==> src/rtl/lsu_align.sv <==
// Load/store alignment unit: byte-lane extract for loads, read-modify-write for SB/SH,
// word-only traffic to memory over exec/fin. Optional macro: LSU_MISALIGN_TRAP_EN.
module lsu_align #(
    parameter int ADDR_W = 32
) (
    input  logic              i_clk,
    input  logic              i_reset_n,
    input  logic              i_req,
    input  logic              i_we,
    input  logic [2:0]        i_funct3,
    input  logic [ADDR_W-1:0] i_addr,
    input  logic [31:0]       i_wdata,
    output logic              o_ready,
    output logic              o_done,
    output logic [31:0]       o_rdata,
    output logic              o_err,
    output logic              o_mem_exec,
    output logic              o_mem_we,
    output logic [2:0]        o_mem_sel,
    output logic [ADDR_W-1:0] o_mem_addr,
    output logic [31:0]       o_mem_data,
    input  logic [31:0]       i_mem_data,
    input  logic              i_mem_fin,
    output logic [2:0]        o_state
);

    typedef enum logic [2:0] {
        S_IDLE = 3'd0,
        S_RD   = 3'd1,
        S_GAP  = 3'd2,
        S_WR   = 3'd3,
        S_DONE = 3'd4,
        S_ERR  = 3'd5
    } state_t;

    state_t              state_q, state_d;
    logic [ADDR_W-1:0]   addr_q;
    logic [2:0]          f3_q;
    logic                we_q;
    logic [1:0]          lane_q;
    logic [31:0]         wdata_q;
    logic [31:0]         rdata_q;
    logic [31:0]         mem_data_q;

    logic                accept;
    logic                f3_ok;
    logic                trap;
    logic [1:0]          lane_d;

    // Handshake: a request is taken only on an edge where i_req=1 and o_ready=1.
    // Memory side: o_mem_exec stays high until i_mem_fin=1 is sampled, and is only
    // raised again after i_mem_fin has been seen low.
    assign accept = i_req && (state_q == S_IDLE);

    always_comb begin
        f3_ok = 1'b0;
        if (i_we) begin
            case (i_funct3)
                3'b000, 3'b001, 3'b010: f3_ok = 1'b1;
                default:                f3_ok = 1'b0;
            endcase
        end else begin
            case (i_funct3)
                3'b000, 3'b001, 3'b010, 3'b100, 3'b101: f3_ok = 1'b1;
                default:                                f3_ok = 1'b0;
            endcase
        end
    end

`ifdef LSU_MISALIGN_TRAP_EN
    assign trap = ((i_funct3[1:0] == 2'b01) && i_addr[0]) ||
                  ((i_funct3[1:0] == 2'b10) && (i_addr[1:0] != 2'b00));
`else
    assign trap = 1'b0;
`endif

    // Halves and words are force-aligned; with trapping enabled those cases never reach memory.
    always_comb begin
        case (i_funct3[1:0])
            2'b00:   lane_d = i_addr[1:0];
            2'b01:   lane_d = {i_addr[1], 1'b0};
            default: lane_d = 2'b00;
        endcase
    end

    function automatic logic [31:0] load_extract(input logic [31:0] word,
                                                 input logic [2:0]  f3,
                                                 input logic [1:0]  lane);
        logic [31:0] sh;
        sh = word >> {lane, 3'b000};
        case (f3)
            3'b000:  load_extract = {{24{sh[7]}}, sh[7:0]};
            3'b001:  load_extract = {{16{sh[15]}}, sh[15:0]};
            3'b100:  load_extract = {24'h0, sh[7:0]};
            3'b101:  load_extract = {16'h0, sh[15:0]};
            default: load_extract = sh;
        endcase
    endfunction

    function automatic logic [31:0] store_merge(input logic [31:0] word,
                                                input logic [31:0] wd,
                                                input logic [2:0]  f3,
                                                input logic [1:0]  lane);
        logic [31:0] mask;
        case (f3[1:0])
            2'b00:   mask = 32'h0000_00FF;
            2'b01:   mask = 32'h0000_FFFF;
            default: mask = 32'hFFFF_FFFF;
        endcase
        store_merge = (word & ~(mask << {lane, 3'b000})) | ((wd & mask) << {lane, 3'b000});
    endfunction

    always_comb begin
        state_d = state_q;
        case (state_q)
            S_IDLE: begin
                if (accept) begin
                    if (!f3_ok || trap)                      state_d = S_ERR;
                    else if (i_we && (i_funct3 == 3'b010))   state_d = S_WR;
                    else                                     state_d = S_RD;
                end
            end
            S_RD:    if (i_mem_fin) state_d = we_q ? S_GAP : S_DONE;
            S_GAP:   if (!i_mem_fin) state_d = S_WR;
            S_WR:    if (i_mem_fin) state_d = S_DONE;
            S_DONE:  state_d = S_IDLE;
            S_ERR:   state_d = S_IDLE;
            default: state_d = S_IDLE;
        endcase
    end

    always_ff @(posedge i_clk or negedge i_reset_n) begin
        if (!i_reset_n) begin
            state_q    <= S_IDLE;
            addr_q     <= '0;
            f3_q       <= 3'b000;
            we_q       <= 1'b0;
            lane_q     <= 2'b00;
            wdata_q    <= 32'h0;
            rdata_q    <= 32'h0;
            mem_data_q <= 32'h0;
        end else begin
            state_q <= state_d;
            if (accept) begin
                addr_q     <= {i_addr[ADDR_W-1:2], 2'b00};
                f3_q       <= i_funct3;
                we_q       <= i_we;
                lane_q     <= lane_d;
                wdata_q    <= i_wdata;
                mem_data_q <= i_wdata;
            end
            if ((state_q == S_RD) && i_mem_fin) begin
                if (we_q) mem_data_q <= store_merge(i_mem_data, wdata_q, f3_q, lane_q);
                else      rdata_q    <= load_extract(i_mem_data, f3_q, lane_q);
            end
        end
    end

    assign o_ready    = (state_q == S_IDLE);
    assign o_done     = (state_q == S_DONE) || (state_q == S_ERR);
    assign o_err      = (state_q == S_ERR);
    assign o_rdata    = rdata_q;
    assign o_mem_exec = (state_q == S_RD) || (state_q == S_WR);
    assign o_mem_we   = (state_q == S_WR);
    assign o_mem_sel  = 3'b010;
    assign o_mem_addr = addr_q;
    assign o_mem_data = mem_data_q;
    assign o_state    = state_q;

endmodule
==> config.mk <==
export PLATFORM = sky130hd
export DESIGN_NAME = lsu_align
export DESIGN_NICKNAME = d
export VERILOG_FILES = /design/src/rtl/lsu_align.sv
export SDC_FILE = /design/constraint.sdc
export NUM_CORES = 1
export LEC_CHECK = 0
export ABC_AREA = 0
export CAP_MARGIN = 20
export CORE_UTILIZATION = 60
export CTS_BUF_LIST = sky130_fd_sc_hd__clkbuf_4 sky130_fd_sc_hd__clkbuf_8
export DETAILED_ROUTE_END_ITERATION = 16
export DONT_BUFFER_PORTS = 1
export HOLD_SLACK_MARGIN = 0.03
export PLACE_DENSITY = 0.82
export SETUP_SLACK_MARGIN = 0.1
export SYNTH_ARGS = -nofsm -noshare
export SYNTH_HDL_FRONTEND = slang
export SYNTH_SLANG_ARGS = --single-unit
export TNS_END_PERCENT = 30
==> constraint.sdc <==
create_clock -name i_clk -period 1.9 [get_ports i_clk]
set_clock_uncertainty 0.15 [all_clocks]
set_input_delay 0.38 -clock i_clk [delete_from_list [all_inputs] [get_ports i_clk]]
set_output_delay 0.38 -clock i_clk [all_outputs]
set_load 0.01 [all_outputs]
==> flow_summary.toml <==
[hold_path]
hp-class = "primary input to async pin"

[power]
leakagePower_nw = 4.20
ir_worst_vdd_mv = 1.02
switchingPower_mw = 7.35
p_int_mw = 9.62
clockPowerShare_pct = 17.4
sw_frac_of_total_pct = 43.3
power.density_nw_per_um2 = 1870
p_comb_share_pct = 45.3
seqPwrFrac_pct = 37.3

[timing]
period_needed_ps = 1960
fin_ws_ps = -55.3
drv_slew = 0
setup_violations = 31
fmax_mhz = 511
period_share_pct = 103
hold_viol = 135
whs_ps = -549
grt_setup_unrepaired = "true"

[route]
dr.first_iter.drc_count = 858
via_count = 6762
wl_per_cell_um = 23.4
routed_wl_um = 24000
ant_nets = 0
first_pass_iters = 6
drc = 0
via_per_inst = 6.60

[setup_path]
r2r_start = "o_state[1]"
crit_fanout = 28
reg2reg_slack_ps = -60
cp.arrival_ps = 2150
r2r-end = "o_mem_data[29]"
r2r_cells = 5
critPathKind = "flop to flop"
cp-end-kind = "flop"
cp-start-kind = "flop"
cp.required_ps = 2090

[global_route]
grt_pass1_vias = 6397
grt_pass1_wl_um = 34100
grt-ovfl-total = 0
grt_max_degree = 136
grt_usage_pct = 39.0
antenna_found_initial = 0

[yosys]
yosysSeqAreaShare_pct = 48.9
synth.distinct_cells = 48
dominantRegCellSynth = "dfrtp_1"
syn-cell-area_sq_um = 6900
netlist.area_leader.share_pct = 48.9
synth_enable_flop_cells = 0
syn_inst = 779
synth_top_cells_by_area = "dfrtp_1 (49%), nand2_1 (14%), a21oi_1 (3.0%)"
syn_avg_cell_area_sq_um = 8.86
async_flop_share_pct = 100
synth_seq_cells = 135
yosysWarnings = 0
yosys.area.top_type = "dfrtp_1"

[outcome]
violations = "negative hold slack, negative setup slack"
status = "finished, violations left"

[cts]
holdBufCountCts = 92
insertion_delay_ps = 480
cts_sinks = 135
cts_tree = "done"
root_buffer = "clkbuf_8"
cts_buffers = 17
cts.clk_slew.worst_paths_ps = 70
ctsHtreeMaxLevel = 4
clockBufferDepth = 2

[cells_and_area]
fill_cells = 619
fin_nets = 975
num_antenna_cells = 0
area_growth_pct = 31.4
layout-drive-gt1-share_pct = 18.9
fin_area_sq_um = 9070

[place]
gp_congestion = 0.888
io_buffers = 0
place_ws_ps = 62.3
placed_area_sq_um = 7160
hpwlAfterDp_um = 14300

[die]
die_area_sq_um = 11900
ios = 211
start_util_pct = 62.6
core_area_sq_um = 11000
die_h_um = 109
rows = 38
die_w_um = 109

[job]
maxCapViolations = 0
[power by group through the flow]
stage               Clock (mW)  Sequential, mW  Combinational (mW)
floorplan                    0            5.61                4.87
global placement             0            6.12                5.96
detailed placement           0            6.16                6.18
CTS                       2.94            6.13                6.64
global route              3.09            6.44                8.22
finish                    2.95            6.33                7.68
[flip-flops by register name (all words and copies together), names as in the netlist]
| signal | flops |
|---|---|
| o_mem_data | 32 |
| o_rdata | 32 |
| wdata_q | 32 |
| o_mem_addr | 30 |
| f3_q | 3 |
| o_state | 3 |
| lane_q | 2 |
| we_q | 1 |
[how the worst max path moves through the flow]
stage / cells after the start / startpoint / to
after floorplan: 7 / o_state[2] / o_mem_data[13]
after global placement: 6 / o_state[2] / o_rdata[15]
after detailed placement: 6 / o_state[2] / o_rdata[15]
after CTS: 3 / o_state[2] / o_err
after global routing: 5 / o_state[1] / o_mem_data[29]
final: 5 / o_state[1] / o_mem_data[29]
[layout make-up]
| cell class | instances | area, sq um | share of cell area, % |
|---|---|---|---|
| multi-input cells | 578 | 3440 | 37.9 |
| inverters | 2 | 7.51 | 0.0827 |
| well taps | 140 | 175 | 1.93 |
| flip-flops and latches | 135 | 3380 | 37.3 |
| repair buffers | 137 | 1570 | 17.3 |
| clock inverters | 7 | 160 | 1.77 |
| clock buffers | 25 | 338 | 3.72 |
[per-layer routing]
metal | global-route usage [%] | routed length [um] | vias up
li1 | - | - | 2847
met1 | 48.0 | 8850 | 3242
met2 | 61.3 | 11200 | 542
met3 | 13.9 | 2780 | 131
met4 | 18.4 | 1220 | 0
met5 | 0 | 0 | -
[cell families (layout without fill, tap and decap cells)]
logic type	Yosys count	in the layout	synth area share, %
AOI/OAI and AO/OA	175	175	17.7
DFF	135	135	48.9
and+or+nand+nor	363	363	22.1
buffers and inverters	69	171	5.71
other	2	5	0.109
muxes	34	34	5.29
xor gates and xnor gates	1	1	0.127
[synthesized netlist by cell type (9+ instances only)]
library cell / instances
a31oi_1: 9
o21ai_0: 17
buf_6: 10
o31ai_1: 9
buf_2: 28
o22a_1: 17
dfrtp_1: 135
clkbuf_1: 16
mux2_2: 16
nand2_1: 264
mux2i_1: 17
or2_2: 12
nor2b_1: 14
a22oi_1: 17
nor2_1: 42
a211oi_1: 17
a21o_1: 10
a21oi_1: 42
and3_1: 15
[critical path: stages, from the launching register on]
cell and delay [ps]:
dfrtp_1 430, buf_6 140, or4b_4 600, buf_16 220, a21oi_2 190, a22oi_1 80
[timing repair]
action / in CTS / in global routing
resized for setup: 15 / 70
gates cloned: 1 / 4
pin swaps: 0 / 30
setup endpoints to repair: 69 / 126
buffers inserted: 3 / 3
hold endpoints to repair: 237 / 135
[per-stage QoR]
stage	instances	setup TNS [ps]	hold WS [ps]	power, mW	util (%)
2_1_floorplan	782	0	-65.6	10.5	-
3_3_place_gp	889	0	-62.7	12.1	64.9
3_5_place_dp	889	0	-63.1	12.3	64.9
4_1_cts	1017	0	-554	15.7	78.7
5_1_grt	1024	-2500	-565	17.7	82.3
6_report	1024	-353	-549	17.0	82.3
[placed cells by master (no fill, tap or decap), types with 3 or more instances in the layout]
cell type	Yosys	final
a211oi_1	17	15
a21o_1	10	10
a21oi_1	42	33
a21oi_2	0	9
a221oi_1	8	8
a22oi_1	17	16
a31oi_1	9	9
a32oi_1	8	8
and3_1	15	15
buf_12	0	13
buf_4	6	19
buf_6	10	4
buf_8	0	3
bufinv_16	0	5
clkbuf_16	0	4
clkbuf_8	0	24
conb_1	2	5
dfrtp_1	135	131
dfrtp_2	0	4
dlygate4sd3_1	0	92
mux2_2	16	9
mux2_4	1	8
mux2i_1	17	16
nand2_1	264	238
nand2_2	0	13
nand2_4	0	13
nor2_1	42	41
nor2b_1	14	10
nor2b_4	0	4
o21ai_0	17	17
o22a_1	17	17
o22ai_1	8	8
o2bb2ai_1	7	7
o31ai_1	9	7
or2_2	12	12
Note: power is estimated with default switching activity, not from simulation.
